<file path="src/rtl/alu_arb_pkg.sv">
// Shared types and default widths for the two-requester ALU arbiter.
package alu_arb_pkg;

    localparam int DATA_W_DEF = 4;
    localparam int SEL_W_DEF  = 4;
    localparam int CNT_W_DEF  = 8;

    typedef enum logic [1:0] {
        IDLE  = 2'd0,
        DRIVE = 2'd1,
        RESP  = 2'd2
    } arb_state_e;

    // Identifies one of the two requesters.
    typedef logic req_id_t;

endpackage

</file>
<file path="src/rtl/alu_rr_pick.sv">
// Two-way round-robin picker: produces a one-hot grant among the valid
// requesters, favouring the one that was not served last.
module alu_rr_pick
    import alu_arb_pkg::*;
(
    input  logic [1:0] req_valid,
    input  req_id_t    last_grant,
    input  logic       enable,
    output logic [1:0] grant
);

    // Lone requester wins outright; on contention priority rotates away from last_grant.
    always_comb begin
        grant = 2'b00;
        if (enable) begin
            case (req_valid)
                2'b01:   grant = 2'b01;
                2'b10:   grant = 2'b10;
                2'b11:   grant = (last_grant == 1'b1) ? 2'b01 : 2'b10;
                default: grant = 2'b00;
            endcase
        end
    end

endmodule

</file>
<file path="src/rtl/alu_arbiter.sv">
// Shares one combinational ALU between two requesters. A round-robin winner's
// operands are registered onto the ALU for one cycle, the result is captured
// and returned with the winner's id over a valid/ready response channel.
// Optional build macro ALU_ARB_STATS_EN adds saturating per-requester
// completed-operation counters op_cnt0/op_cnt1.
module alu_arbiter
    import alu_arb_pkg::*;
#(
    parameter int DATA_W = DATA_W_DEF,
    parameter int SEL_W  = SEL_W_DEF,
    parameter int CNT_W  = CNT_W_DEF
) (
    input  logic                clk,
    input  logic                rst,
    input  logic [1:0]          req_valid,
    output logic [1:0]          req_ready,
    input  logic [2*DATA_W-1:0] req_a,
    input  logic [2*DATA_W-1:0] req_b,
    input  logic [2*SEL_W-1:0]  req_sel,
    output logic [DATA_W-1:0]   alu_a,
    output logic [DATA_W-1:0]   alu_b,
    output logic [SEL_W-1:0]    alu_sel,
    input  logic [DATA_W-1:0]   alu_x,
    input  logic                alu_o,
    output logic                rsp_valid,
    input  logic                rsp_ready,
    output logic                rsp_id,
    output logic [DATA_W-1:0]   rsp_x,
    output logic                rsp_o
`ifdef ALU_ARB_STATS_EN
    ,
    output logic [CNT_W-1:0]    op_cnt0,
    output logic [CNT_W-1:0]    op_cnt1
`endif
);

    arb_state_e        state_q, state_d;
    req_id_t           last_grant_q, last_grant_d;
    req_id_t           id_q, id_d;
    req_id_t           rsp_id_q, rsp_id_d;
    logic [DATA_W-1:0] alu_a_q, alu_a_d;
    logic [DATA_W-1:0] alu_b_q, alu_b_d;
    logic [SEL_W-1:0]  alu_sel_q, alu_sel_d;
    logic [DATA_W-1:0] rsp_x_q, rsp_x_d;
    logic              rsp_valid_q, rsp_valid_d;
    logic              rsp_o_q, rsp_o_d;

    logic [1:0]        grant;
    logic              accept;
    req_id_t           win_id;

    // Grants are only offered while idle, so a busy ALU never accepts.
    alu_rr_pick u_pick (
        .req_valid  (req_valid),
        .last_grant (last_grant_q),
        .enable     (state_q == IDLE),
        .grant      (grant)
    );

    assign req_ready = grant;
    assign accept    = |(req_valid & grant);
    assign win_id    = grant[1];

    // Next-state and datapath capture for the IDLE -> DRIVE -> RESP cycle.
    always_comb begin
        // NOTE: every _d takes its hold value first so no branch leaves it unassigned and no latch is inferred.
        state_d      = state_q;
        last_grant_d = last_grant_q;
        id_d         = id_q;
        alu_a_d      = alu_a_q;
        alu_b_d      = alu_b_q;
        alu_sel_d    = alu_sel_q;
        rsp_valid_d  = rsp_valid_q;
        rsp_id_d     = rsp_id_q;
        rsp_x_d      = rsp_x_q;
        rsp_o_d      = rsp_o_q;
        case (state_q)
            IDLE: begin
                if (accept) begin
                    id_d      = win_id;
                    alu_a_d   = win_id ? req_a[2*DATA_W-1:DATA_W] : req_a[DATA_W-1:0];
                    alu_b_d   = win_id ? req_b[2*DATA_W-1:DATA_W] : req_b[DATA_W-1:0];
                    alu_sel_d = win_id ? req_sel[2*SEL_W-1:SEL_W] : req_sel[SEL_W-1:0];
                    state_d   = DRIVE;
                end
            end
            DRIVE: begin
                // ALU inputs have been stable for a full cycle; capture its result.
                rsp_x_d     = alu_x;
                rsp_o_d     = alu_o;
                rsp_id_d    = id_q;
                rsp_valid_d = 1'b1;
                state_d     = RESP;
            end
            RESP: begin
                if (rsp_valid_q && rsp_ready) begin
                    rsp_valid_d  = 1'b0;
                    last_grant_d = rsp_id_q;
                    state_d      = IDLE;
                end
            end
            default: state_d = IDLE;
        endcase
    end

    // State and datapath registers; reset aborts any operation in flight.
    always_ff @(posedge clk) begin
        if (rst) begin
            state_q      <= IDLE;
            last_grant_q <= 1'b1;
            id_q         <= 1'b0;
            alu_a_q      <= '0;
            alu_b_q      <= '0;
            alu_sel_q    <= '0;
            rsp_valid_q  <= 1'b0;
            rsp_id_q     <= 1'b0;
            rsp_x_q      <= '0;
            rsp_o_q      <= 1'b0;
        end else begin
            // NOTE: non-blocking updates so every register samples pre-edge values.
            state_q      <= state_d;
            last_grant_q <= last_grant_d;
            id_q         <= id_d;
            alu_a_q      <= alu_a_d;
            alu_b_q      <= alu_b_d;
            alu_sel_q    <= alu_sel_d;
            rsp_valid_q  <= rsp_valid_d;
            rsp_id_q     <= rsp_id_d;
            rsp_x_q      <= rsp_x_d;
            rsp_o_q      <= rsp_o_d;
        end
    end

    assign alu_a     = alu_a_q;
    assign alu_b     = alu_b_q;
    assign alu_sel   = alu_sel_q;
    assign rsp_valid = rsp_valid_q;
    assign rsp_id    = rsp_id_q;
    assign rsp_x     = rsp_x_q;
    assign rsp_o     = rsp_o_q;

`ifdef ALU_ARB_STATS_EN
    logic [CNT_W-1:0] op_cnt0_q, op_cnt0_d;
    logic [CNT_W-1:0] op_cnt1_q, op_cnt1_d;
    logic             rsp_fire;

    assign rsp_fire = rsp_valid_q & rsp_ready;

    // Bump the owner's counter on each consumed response, holding at all-ones.
    always_comb begin
        op_cnt0_d = op_cnt0_q;
        op_cnt1_d = op_cnt1_q;
        if (rsp_fire) begin
            if (rsp_id_q == 1'b0) begin
                if (op_cnt0_q != '1) op_cnt0_d = op_cnt0_q + CNT_W'(1);
            end else begin
                if (op_cnt1_q != '1) op_cnt1_d = op_cnt1_q + CNT_W'(1);
            end
        end
    end

    // Counter registers.
    always_ff @(posedge clk) begin
        if (rst) begin
            op_cnt0_q <= '0;
            op_cnt1_q <= '0;
        end else begin
            op_cnt0_q <= op_cnt0_d;
            op_cnt1_q <= op_cnt1_d;
        end
    end

    assign op_cnt0 = op_cnt0_q;
    assign op_cnt1 = op_cnt1_q;
`else
    // CNT_W only sizes the stats counters, which are absent in this build.
    logic unused_cnt_w;
    assign unused_cnt_w = ^CNT_W;
`endif

endmodule

</file>
<file path="config.mk">
export PLATFORM = sky130hd
export DESIGN_NAME = alu_arbiter
export DESIGN_NICKNAME = d
export VERILOG_FILES = /design/src/rtl/alu_arb_pkg.sv /design/src/rtl/alu_rr_pick.sv /design/src/rtl/alu_arbiter.sv
export SDC_FILE = /design/constraint.sdc
export NUM_CORES = 1
export LEC_CHECK = 0
export BUFFER_PORTS_ARGS = -buffer_cell sky130_fd_sc_hd__buf_2
export CELL_PAD_IN_SITES_DETAIL_PLACEMENT = 1
export CELL_PAD_IN_SITES_GLOBAL_PLACEMENT = 1
export CORE_ASPECT_RATIO = 1.25
export CORE_UTILIZATION = 37
export CTS_BUF_LIST = sky130_fd_sc_hd__clkbuf_2 sky130_fd_sc_hd__clkbuf_4 sky130_fd_sc_hd__clkbuf_8
export CTS_CLUSTER_DIAMETER = 150
export DETAILED_ROUTE_END_ITERATION = 10
export MAX_ROUTING_LAYER = met4
export PLACE_DENSITY_LB_ADDON = 0.1
export SYNTH_ARGS = -nofsm -noshare
export SYNTH_HDL_FRONTEND = slang
export SYNTH_SLANG_ARGS = --single-unit
</file>
<file path="constraint.sdc">
create_clock -name clk -period 2.2 [get_ports clk]
set_clock_uncertainty 0.2 [all_clocks]
set_input_delay 0.22 -clock clk [delete_from_list [all_inputs] [get_ports clk]]
set_output_delay 0.22 -clock clk [all_outputs]
set_load 0.02 [all_outputs]
</file>
# Word-level counts from Yosys, hierarchy flattened
# Cells that the tools add are included.
# op_classes
eq_ne	7
muxes	11
bitwise	1
reduce_logical	8
# op_table
op	n
two-way mux 4 bit	3
case mux 2 bit (3 select lines)	2
two-way mux 2 bit	4
AND reduction 2 bit	4
== test 2 bit (second input constant)	3
== test 2 x 1 -> 1 bit (second input constant)	2
!= test 2 bit (second input constant)	2
AND 2 bit	1
zero test 2 bit	1
case mux 1 bit (2 select lines)	1
nonzero test 2 bit	1
OR reduction 2 bit	1
logical AND 1 bit	1
two-way mux 1 bit	1
# word_totals
reg_bits	23
input_bits	34
word_cells	37

# Longest topological paths before layout
# depth
ltp_word	7
mapped_depth	5

# Cells and area by module
# A second synthesis with hierarchy kept.
# hier_totals
hier_cells	104
area_unflattened_um2	1056.0
# modules_own_cells
mod	n_inst	cells_per_inst	area_each_um2
alu_arbiter	1	99	1034.7
alu_rr_pick	1	5	21.3

# Least setup slack after synthesis
# Ideal clock, no wire load.
# synth_path
path_kind	register to output
start	register last_grant_q
end	output req_ready[0]
arrival_ns	1.052
required_ns	1.780
setup_slack_ns	0.728
stages_incl_launch_ff	4
n_path_buf	1
path_cell_list	dfxtp_1 -> nand2b_1 -> clkbuf_1 -> and3_1
# synth_via
elab_chain_len	3
# synth_lines
item	line_no	rtl
start: declaration	alu_arbiter.sv:38	req_id_t last_grant_q, last_grant_d;
start signal: assignment	alu_arbiter.sv:122	last_grant_q <= last_grant_d;
two-way mux 2 bit	alu_rr_pick.sv:19	2'b11: grant = (last_grant == 1'b1) ? 2'b01 : 2'b10;
case mux 2 bit (3 select lines)	alu_rr_pick.sv:16	case (req_valid)
two-way mux 2 bit	alu_rr_pick.sv:15	if (enable) begin
end: declaration	alu_arbiter.sv:16	output logic [1:0] req_ready,
# Every way passes these cells.

# Worst setup path in the final report
# layout_path
start	register state_q[0]
end	output req_ready[1]
# layout_via
elab_chain_len	2
# layout_lines
item	line_no	rtl
start: declaration	alu_arbiter.sv:37	arb_state_e state_q, state_d;
start signal: assignment	alu_arbiter.sv:121	state_q <= state_d;
zero test 2 bit	alu_arbiter.sv:56	.enable (state_q == IDLE),
two-way mux 2 bit	alu_rr_pick.sv:15	
# Every way passes these cells.

==> results.md <==
Outcome:
- The flow ran to the end, and the final reports show no timing, DRC or antenna violations.

Floorplanning:
- Row generation in the floorplan step produced 22 rows.
- From bottom edge to top edge, the die measures approximately 64 µm.
- The core box area is between 2000 and 3000 µm².
- The starting density of the core is 38.8%.
- The floorplan step set the die width to around 52 µm.
- In this run the count of I/O pins placed on the die edge is 55.
- The die covers between 3000 and 4000 µm².

Detailed routing:
- The number of nets still failing antenna checks after routing is 0.
- Summed over all layers, the routed wires come to roughly 3000 µm.
- The routed wire length per instance is ~14 µm.
- The number of vias in the routed layout is 1098.
- The mean number of vias per cell is a little over 5.
- The final routed DRC violation total is 0.
- The violation count after the first detailed-routing iteration is 37.
- The first detailed-routing pass took 4 iterations.

Pwr:
- For this design the ratio of total power to cell area is ~650 nW/µm².
- Of the total power, the share spent switching nets is about a third.
- Per report_power, the combinational group accounts for 30.3% of the total.
- Across the VDD grid, the largest voltage drop is a little under 0.4 mV.
- The total net switching power is ~330 µW.
- The analysis attributes to cell leakage a power of 0.000690 µW.
- The relative contribution of sequential cells to total power is 49.5%.
- The power after layout is 978 µW.
- The internal power of the cells totals around 650 µW.
- The fraction of power consumed by the clock network is around 20%.

Critical path:
- The category of the critical setup timing path is register to output pin.
- Counting both buffers and inverters, the worst setup path holds a total of 2.
- On the critical path, the stage with the largest delay is an instance of dfxtp_1.
- The kind of launch point of the worst setup path is a register.
- The element type at the critical path end is an output pin.
- The critical path goes through a211oi_4 -> nand2_1 -> inv_1 -> buf_2.
- The kind of cell adding the most delay to the critical path is flip-flops.
- STA puts the critical path data required time at 1.78 ns.
- For this run, the slowest stage of the critical path takes approximately 0.42 ns.
- For the worst setup path, the data arrival time is ~1.5 ns.
- The maximum fanout count along the critical path is 9.

Synth:
- The mapped netlist covers about 1100 µm².
- The area fraction of the dominant cell type after synthesis is around two fifths.
- Yosys mapped a number of flops with a built-in enable equal to 0.
- After synthesis, the cell types taking the most area are dfxtp_1, o32ai_2, a22oi_1, a21oi_1, mux2i_1.
- During synthesis, Yosys emitted a total of 0 warnings.
- The netlist uses 28 different library cells.
- Sequential cells were found to cover around two fifths of the synthesized design area.
- The synthesized flop and latch total is 23.
- The gate count of the mapped netlist is 120.
- The synthesized design spends more area on one cell type than any other, namely dfxtp_1.
- The synthesized netlist net count is 154.
- Each instance of the synthesized netlist takes up on average roughly 9.5 µm².
- In the synthesized netlist the dominant register cell turns out to be dfxtp_1.
- The share of flip-flops with an asynchronous set or reset after synthesis is 0%.

Clock tree:
- The clock transition at the register clock pins on the worst setup and hold paths after CTS is 0.13 ns.
- The maximum root-to-sink buffer count is 2.
- CTS built an H-tree with a depth of 1.
- Clock tree synthesis found a total of 23 sinks.
- The clock tree from TritonCTS is built.
- The insertion delay of the later-clocked pin in the worst-skew pair is between 0.3 and 0.4 ns.
- The buffer cell driving the clock tree root is clkbuf_4.
- In this run, CTS created clock tree buffers numbering 3.

STA:
- On the final layout, the worst hold slack is 0.0369 ns.
- The relative max-transition margin is between 60% and 70%.
- The count of pins over their slew limit was 0.
- The number of failing setup endpoints in the final timing report is 0.
- The part of the cycle the worst path needs is 86.5%.
- Timing would allow up to approximately 0.53 GHz.
- Setup repair after global routing left no endpoint under its margin.
- The number of hold-slack violations in the final timing report is 0.
- The final period demand of the worst path is between 1.5 and 2 ns.
- The transition time of the tightest slew-check pin is 0.555 ns.
- For the final routed database, the setup TNS stands at 0 ns.

Placed design:
- The final weighted congestion of routability-driven global placement is around 0.75.
- The count of input and output buffers is 54.
- The post-detailed-placement half-perimeter wirelength is about 2200 µm.

Final layout:
- The layout net count is around 210.
- The post-route netlist has between 40% and 50% of its cells at a drive strength greater than 1.
- The footprint of the multi-input gates is 578 µm².
- The sequential cells in the finished layout cover a total of between 400 and 500 µm².
- The count of filler cells inserted in the layout is 359.
- The area growth from synthesis to layout is 31.4%.
- The number of antenna diodes in the final layout is 0.

Global routing:
- The wire length of the first global-routing pass is ~5000 µm.
- The total overflow left after global routing is 0.
- The via count of the first global-routing pass was between 1000 and 1500.
- The number of antenna violations at the first check in global routing is 0.
- For this run, global-route usage on met2 was measured as a little over a third.
- Entering global routing, the biggest net connects 29 pins.
- The met1 routing resource usage after global routing is a little under a quarter.
- Global routing consumed, over all layers together, about a fifth of the routing resources.
- The layer flagged by global routing as most heavily used is met2.
- The routing usage on met3 is under 10%.

Hold path:
- The worst hold path belongs to the class input port to register.

Job:
- The number of violations of the max-capacitance limit is 0.
[layer usage]
layer | vias to the layer above | wire length (µm)
met2 | 25 | 1610
met1 | 520 | 1270
li1 | 551 | -
met3 | 2 | 111
met5 | - | 0
met4 | 0 | 20
[area by class of cell]
| class | instances | area share [%] |
|---|---|---|
| clock buffers | 3 | 1.50 |
| flip-flops and latches | 23 | 30.6 |
| multi-input cells | 74 | 38.5 |
| well taps | 36 | 3.00 |
| inverters | 13 | 3.25 |
| repair buffers | 62 | 22.8 |
| clock inverters | 1 | 0.333 |
[metrics by stage]
stage          instances  util, %  worst slack [ns]  cell area, µm²
2_1_floorplan        120        -             0.728            1140
3_3_place_gp         203     48.4             0.446            1430
3_5_place_dp         203     48.4             0.410            1430
4_1_cts              212     51.0             0.282            1500
5_1_grt              212     51.0             0.176            1500
6_report             212     51.0             0.297            1500
[final timing paths]
| path | startpoint | end | slack (ns) | cells after the start |
|---|---|---|---|---|
| worst max-delay path | state_q[0]$_SDFFE_PP0P_ | req_ready[1] | 0.30 | 4 |
| worst min-delay path | rst | rsp_x[0]$_SDFFE_PP0P_ | 0.04 | 2 |
| worst max register to register | state_q[1]$_SDFFE_PP0P_ | alu_sel[0]$_SDFFE_PP0P_ | 0.49 | 3 |
| worst min register to register | alu_b[2]$_SDFFE_PP0P_ | alu_b[2]$_SDFFE_PP0P_ | 0.28 | 2 |
[cells by family after synthesis]
group                  Yosys count  share of synthesized area, %
AOI/OAI and AO/OA               42                          33.2
and+or+nand+nor                 26                          12.1
DFF                             23                          40.3
buffers and inverters           23                          9.19
muxes                            6                          5.25
[synth_stat cells (2+ instances only)]
cell       count
or2_1          2
a22oi_1       10
buf_6          2
nor2_1        11
o32ai_2       10
dfxtp_1       23
nor2b_1        2
nand2_1        2
a21oi_1       14
and4b_1        2
mux2i_1        6
inv_1         13
nor4_1         2
buf_2          3
a2111oi_0      2
clkbuf_1       4
[sequential cells by signal (all words and copies together) (netlist names)]
signal and count:
alu_b 4, rsp_id 1, rsp_o 1, rsp_x 4, id_q 1, alu_a 4
state_q 2, last_grant_q 1, rsp_valid 1, alu_sel 4
[layout by cell type, fill, tap and decap left out, drive strengths merged]
master	instances
a2111oi	2
a211o	1
a211oi	2
a21o	1
a21oi	14
a22oi	10
and3	1
and4b	2
buf	57
clkbuf	3
clkinv	1
dfxtp	23
dlygate4sd3	5
inv	13
mux2i	6
nand2	2
nand2b	1
nand4b	1
nor2	11
nor2b	2
nor3	1
nor4	2
o21ai	2
o32ai	10
or2	2
or3	1
[power by group through the flow]
stage | Sequential, µW | Clock [µW] | Combinational [µW]
after CTS | 485 | 207 | 299
after floorplan | 532 | 0 | 160
final | 484 | 197 | 296
after global placement | 491 | 0 | 284
after detailed placement | 494 | 0 | 291
after global routing | 490 | 219 | 323
[what timing repair did]
item | CTS | global route
hold buffers | 5 | 0
gates resized for setup | 0 | 0
setup buffers | 0 | 0
hold endpoints to repair | 5 | 0
No activity file was read; power rests on OpenSTA's default activity.
